`config.mk`:
```
export PLATFORM = sky130hd
export DESIGN_NAME = gpc_stream
export DESIGN_NICKNAME = d
export VERILOG_FILES = /design/src/rtl/gpc_pkg.sv /design/src/rtl/gpc_popcount.sv /design/src/rtl/gpc_stream.sv
export SDC_FILE = /design/constraint.sdc
export NUM_CORES = 1
export LEC_CHECK = 0
export ABC_AREA = 1
export CAP_MARGIN = 20
export CORE_AREA = 2 2 39 41
export DETAILED_ROUTE_END_ITERATION = 6
export DIE_AREA = 0 0 41 43
export GPL_ROUTABILITY_DRIVEN = 1
export HOLD_SLACK_MARGIN = 0.05
export PLACE_DENSITY_LB_ADDON = 0.15
export SYNTH_ARGS = -nofsm -noshare
export SYNTH_HDL_FRONTEND = slang
export SYNTH_HIERARCHICAL = 1
export SYNTH_SLANG_ARGS = --single-unit
```
`constraint.sdc`:
```
create_clock -name clk -period 2.8 [get_ports clk]
set_input_delay 0.56 -clock clk [delete_from_list [all_inputs] [get_ports clk]]
set_output_delay 0.56 -clock clk [all_outputs]
set_load 0.02 [all_outputs]
```
`src/rtl/gpc_pkg.sv`:
```
// gpc_pkg: shared helpers for the generalised parallel counter stream.
// Holds clog2 and the result-width function used by gpc_stream.
package gpc_pkg;

    function automatic int clog2(input int v);
        int r;
        r = 0;
        while ((1 << r) < v) r++;
        return r;
    endfunction

    function automatic int gpc_dw(input int h0, input int h1, input int h2);
        return clog2(h0 + 2 * h1 + 4 * h2 + 1);
    endfunction

endpackage

```
`src/rtl/gpc_popcount.sv`:
```
// gpc_popcount: combinational population count of an N-bit column.
// Output is wide enough to hold N itself.
module gpc_popcount
    import gpc_pkg::*;
#(
    parameter int N = 1,
    localparam int W = clog2(N + 1)
) (
    input  logic [N-1:0] bits,
    output logic [W-1:0] cnt
);

    // sum the ones of the column
    always_comb begin
        cnt = '0;
        for (int i = 0; i < N; i++) begin
            cnt = cnt + W'(bits[i]);
        end
    end

endmodule

```
`src/rtl/gpc_stream.sv`:
```
// gpc_stream: two-stage (1,5,1)-style weighted popcount with valid/ready.
// Optional running accumulator enabled by macro GPC_STREAM_ACC_EN.
module gpc_stream
    import gpc_pkg::*;
#(
    parameter int H0 = 1,
    parameter int H1 = 5,
    parameter int H2 = 1,
    parameter int ACC_W = 8,
    localparam int DW = gpc_dw(H0, H1, H2)
) (
    input  logic          clk,
    input  logic          rst_n,
`ifdef GPC_STREAM_ACC_EN
    input  logic          acc_clr,
    output logic [ACC_W-1:0] acc,
    output logic          acc_ovf,
`endif
    input  logic [H0-1:0] src0,
    input  logic [H1-1:0] src1,
    input  logic [H2-1:0] src2,
    input  logic          in_valid,
    output logic          in_ready,
    output logic [DW-1:0] dst,
    output logic          out_valid,
    input  logic          out_ready
);

    localparam int W0 = clog2(H0 + 1);
    localparam int W1 = clog2(H1 + 1);
    localparam int W2 = clog2(H2 + 1);

    logic [W0-1:0] pc0, c0;
    logic [W1-1:0] pc1, c1;
    logic [W2-1:0] pc2, c2;
    logic          v1, v2;
    logic          load1, load2;
    logic [DW-1:0] wsum;

    gpc_popcount #(.N(H0)) u_pc0 (.bits(src0), .cnt(pc0));
    gpc_popcount #(.N(H1)) u_pc1 (.bits(src1), .cnt(pc1));
    gpc_popcount #(.N(H2)) u_pc2 (.bits(src2), .cnt(pc2));

    assign load2    = !v2 || out_ready;
    assign load1    = !v1 || load2;
    assign in_ready = load1;

    // weight the column counts; DW always covers the maximum sum
    always_comb begin
        wsum = DW'(c0) + (DW'(c1) << 1) + (DW'(c2) << 2);
    end

    // stage 1: per-column popcounts
    always_ff @(posedge clk or negedge rst_n) begin
        if (!rst_n) begin
            v1 <= 1'b0;
            c0 <= '0;
            c1 <= '0;
            c2 <= '0;
        end else if (load1) begin
            v1 <= in_valid;
            if (in_valid) begin
                c0 <= pc0;
                c1 <= pc1;
                c2 <= pc2;
            end
        end
    end

    // stage 2: weighted sum, held while downstream stalls
    always_ff @(posedge clk or negedge rst_n) begin
        if (!rst_n) begin
            v2  <= 1'b0;
            dst <= '0;
        end else if (load2) begin
            v2 <= v1;
            if (v1) dst <= wsum;
        end
    end

    assign out_valid = v2;

`ifdef GPC_STREAM_ACC_EN
    logic           deliver;
    logic [ACC_W:0] acc_sum;

    assign deliver = v2 && out_ready;
    assign acc_sum = {1'b0, acc} + (ACC_W + 1)'(dst);

    // running sum of delivered results with sticky carry-out flag
    always_ff @(posedge clk or negedge rst_n) begin
        if (!rst_n) begin
            acc     <= '0;
            acc_ovf <= 1'b0;
        end else if (acc_clr) begin
            acc     <= deliver ? ACC_W'(dst) : '0;
            acc_ovf <= 1'b0;
        end else if (deliver) begin
            acc     <= acc_sum[ACC_W-1:0];
            acc_ovf <= acc_ovf | acc_sum[ACC_W];
        end
    end
`endif

endmodule

```
### After elaboration in Yosys (flattened, before gate mapping)

Index checks and enable logic that the tools add are counted.

* bits in registers: 11
* bits in latches: 0
* memory bits (writable): 0
* ROM bits: 0
* output and inout bits: 6
* logic and storage cells: 18
* memories: 0

* $add $sub $neg: 6
* $mul: 0
* div/mod/pow operators: 0
* $lt $le $gt $ge: 0
* equal/unequal tests: 0
* shift-type cells: 0
* mux-type cells: 0
* bitwise logic cells: 0
* reduce and logical (&&, ||, !) cells: 6

Operators with widths (count)
* $add 3x1->3: 3
* $add 1x4->4: 1
* $add 4x3->4: 1
* $reduce_and 2->1: 2
* $add 1x1->2: 1
* $logic_not 1->1: 2
* $logic_or 1x1->1: 2

### Logic depth before layout (Yosys ltp)

* depth in word-level cells: 4
* mapped depth: 7
* gate-level depth less buffers: 7

### Hierarchy

Netlist, hierarchy kept.

By module, submodules not included
* gpc_stream: times used 1, cells each 51, area an instance 464.2 um^2, seq. area each 275.3 um^2
* gpc_popcount at u_pc1: times used 1, cells each 8, area an instance 71.3 um^2, seq. area each 0.0 um^2
* gpc_popcount at u_pc0 ...: times used 2, cells each 1, area an instance 7.5 um^2, seq. area each 0.0 um^2

### Least setup slack after synthesis

Ideal clock, no wire load.

* path kind: input -> register
* start point: in src1[0]
* end point: reg c1[1]
* library setup time: 0.117 ns
* arrival time: 1.898 ns
* required time: 2.683 ns
* path slack: 0.785 ns
* stages: 7
* buffers on the path: 0
* cells stage by stage: inv_1 fa_1 inv_1 fa_1 ha_1 nand3_1 nand2_1

* cells in the longest elaborated chain, start to end: 4

Ends and longest elaborated chain
* from (decl): line gpc_stream.sv:20 `input logic [H1-1:0] src1,`
* $add 1x1->2: line gpc_popcount.sv:17 `cnt = cnt + W'(bits[i]);`
* $add 3x1->3 (3 in series): line gpc_popcount.sv:17
* net pc1[1]: line gpc_stream.sv:34 `logic [W1-1:0] pc1, c1;`
* to (signal assigned): line gpc_stream.sv:64 `c1 <= pc1;`
* to (decl): line gpc_stream.sv:34

The timed path passes the listed nets, and every way through them passes these cells.
A chain may end at the register's enable or synchronous reset.

### Worst setup path after layout

* start point: in out_ready
* end point: out in_ready

* cells in the longest elaborated chain, start to end: 2

Ends and longest elaborated chain
* from (decl): line gpc_stream.sv:26 `input logic out_ready`
* $logic_or 1x1->1: line gpc_stream.sv:44 `assign load2 = !v2 || out_ready;`
* $logic_or 1x1->1: line gpc_stream.sv:45 `assign load1 = !v1 || load2;`
* to (decl): line gpc_stream.sv:23 `output logic in_ready,`

No other way between the ends.

==> results by group <==
Critical path
  – Crit-path leading delay family: buffers and inverters
  – Crit path cell chain: clkdlybuf4s50_1, inv_1, nand3_4, clkdlybuf4s50_1
  – Signal arrival time at the worst endpoint: about 1.8 ns
  – R2r startpoint: out_valid$_DFFE_PN0P_
  – R2r worst-path depth: 5
  – Buf/Inv on CP: 3
  – Worst Setup End Kind: output port
  – R2R setup slack: around 1.9 ns
  – Slowest CP cell: clkdlybuf4s50_1
  – Critical path class: in2out
  – FF-to-FF End: dst[0]$_DFFE_PN0P_
  – Worst setup SP type: input port
  – Crit-path max cell delay: roughly 0.62 ns
  – Cell repeated most along the worst path: clkdlybuf4s50_1
  – Worst-path fanout max: 8
  – Req. time, crit path: about 2.2 ns

Place
  – Placed insts: 91
  – HPWL Detailed: around 760 microns
  – RD Place Congestion: just under 0.7
  – PortBufs: 16

Final layout
  – Diodes inserted: 0
  – Finished Layout Cells: 95
  – Layout cells sized above 1: between 8 and 9%
  – Layout net count: 95
  – Fillers: roughly 160
  – Layout area overhead: 34.8%

Detailed routing
  – Via count: 422
  – Wirelength, routed: ~930 microns
  – Met2 WL: about 500 microns
  – Pre-antenna DRT Iters: 4
  – DRT iter0 DRCs: 1
  – DR WL/cell: 9.81 microns
  – Max Used Layer: met4
  – Routed wl met3: roughly 46 microns
  – Vias/cell: between 4 and 5
  – Metal-1 WL: 373 microns
  – DRC: 0
  – DRT antenna net count: 0

Synthesis
  – Post-Syn Nets: 76
  – Post-synth cell types: 12
  – Syn Area/Cell: 9.03 sq um
  – Syn. warnings: 6
  – Cells after synthesis: 61
  – Largest cells by area after synthesis: dfrtp_1 (50%), nand2_1 (18%), fa_1 (7.3%)
  – Post-synth top area cell: dfrtp_1
  – Synth top area share: between 50% and 60%
  – Seq/Total Area, Yosys: between 50% and 60%
  – Seq cells post-synth: 11
  – Cell Area, Synth: between 500 and 600 sq um

GRT
  – GRT Overall Usage: between 10% and 20%
  – Grt ovf: 0
  – Vias in the first global route: between 400 and 500
  – Initial antenna violation count: 0
  – Largest net degree at the start of global routing: 12
  – First-pass GRT wire length: roughly 1.8 mm

Die
  – Io pins: 17
  – DIE WIDTH: 41 microns
  – Core region area: 0.00138 sq mm
  – DIE AREA: between 0.0015 and 0.002 sq mm
  – Die H: about 43 microns
  – Initial Utilization: between 30% and 40%
  – Row count: 14

Clock network
  – CTS clk-pin slew, worst paths: ~0.070 ns
  – CTS Buf Count: 3
  – Setup bufs post-CTS: 0
  – Clock latency on the worst-skew pair: 0.26 ns
  – Hold buffers post-CTS: 0
  – CTS sink cnt: 11
  – CTS tree: yes
  – # H-tree levels: 1
  – Clk buf depth: 2
  – Root Buffer: clkbuf_4
  – Post-cts resize count: 0

Flow run
  – Max Cap Violations: 0

STA
  – Post-route setup TNS: 0 ns
  – Clock Skew: between 0.0009 and 0.001 ns
  – Max-slew headroom: 67.5%
  – Max-slew violations: 0
  – Unrepaired setup endpoints after global routing: false
  – Fin crit period: around 2.4 ns
  – Hold Fails Final Rpt: 0
  – Final setup violation count: 0
  – Final Cycle Share: between 80% and 90%
  – Worst Tran Pin Value: slightly below 0.5 ns
  – Fmax: 0.420 GHz

Status
  – Status: finished clean

Worst hold path
  – Cell count of the worst hold path: 2
  – Hold path startpoint: c1[0]$_DFFE_PN0P_
  – Hold Crit Endpoint: c1[0]$_DFFE_PN0P_
  – HP Class: reg2reg

Power
  – Max IR drop VDD: between 0.2 and 0.25 mV
  – PD cells: about 680 mW/mm^2
  – Leak: 0.392 nW
placed cells by master (no fill, tap or decap), drive strengths merged:
cell,Yosys,routed
nand2,28,28
clkdlybuf4s50,0,16
dfrtp,11,11
inv,8,8
nand3,6,6
clkbuf,0,4
nor2,2,2
ha,2,2
fa,2,2
cell usage after synthesis:
| master | count |
|---|---|
| ha_1 | 2 |
| nand3_4 | 1 |
| inv_2 | 1 |
| nand2_1 | 26 |
| nand2_2 | 1 |
| buf_4 | 2 |
| inv_1 | 7 |
| nor2_1 | 2 |
| nand3_1 | 5 |
| dfrtp_1 | 11 |
| nand2_4 | 1 |
| fa_1 | 2 |
report_power, final:
part,leakage (nW),total [W],switching [W],internal [W]
clock network,0.0150,0.000105,0.0000500,0.0000550
registers,0.135,0.000222,0.0000239,0.000198
logic,0.242,0.000174,0.0000898,0.0000846
logic make-up (layout without fill, tap and decap cells):
kind of cell,count (synthesis),count (layout),synth area share [%]
AND/OR/NAND/NOR,36,36,30.0
flip-flops,11,11,50.0
buffers and inverters,10,28,8.18
adder cells (fa/ha/maj),4,4,11.8
per-layer routing:
| metal | vias to the layer above | track usage [%] |
|---|---|---|
| met1 | 185 | 20.1 |
| met5 | - | 0 |
| li1 | 220 | - |
| met2 | 15 | 22.2 |
| met4 | 0 | 10.0 |
| met3 | 2 | 3.14 |
per-stage QoR:
| stage | hold slack (ns) | utilization, % | setup slack [ns] | area, sq um | total power [W] |
|---|---|---|---|---|---|
| floorplan | 0.264 | - | 0.785 | 551 | 0.000320 |
| CTS | 0.477 | 53.6 | 0.412 | 742 | 0.000510 |
| finish | 0.477 | 53.6 | 0.418 | 742 | 0.000501 |
| global placement | 0.455 | 51.7 | 0.283 | 716 | 0.000398 |
| global route | 0.507 | 53.6 | 0.355 | 742 | 0.000547 |
| detailed placement | 0.458 | 51.7 | 0.259 | 716 | 0.000403 |
flip-flops by register name (all words and copies together) (netlist names):
register	flops
c1	3
dst	4
c0	1
c2	1
out_valid	1
v1	1
layout make-up:
class / count / area [sq um] / share of cell area [%]
Tap cell: 16 / 20.0 / 2.70
Inverter: 8 / 30.0 / 4.05
Timing Repair Buffer: 16 / 160 / 21.6
Sequential cell: 11 / 275 / 37.1
Clock buffer: 4 / 26.3 / 3.54
Multi-Input combinational cell: 40 / 230 / 31.0
worst reg2reg max path, stage by stage, from the launching register on:
cell and delay (ns):
dfrtp_1 0.41, nand2_1 0.11, nand2_2 0.13, inv_2 0.07
nand2_1 0.06, nand2_1 0.05
worst max-delay path by stage:
stage	start	endpoint	slack, ns	depth (start not counted)
2_1_floorplan	src1[0]	c1[1]$_DFFE_PN0P_	0.79	7
3_3_place_gp	src1[0]	c1[1]$_DFFE_PN0P_	0.28	8
3_5_place_dp	src1[0]	c1[1]$_DFFE_PN0P_	0.26	8
4_1_cts	out_ready	in_ready	0.41	4
5_1_grt	out_ready	in_ready	0.35	4
6_report	out_ready	in_ready	0.42	4
(Power assumes the default switching activity.)
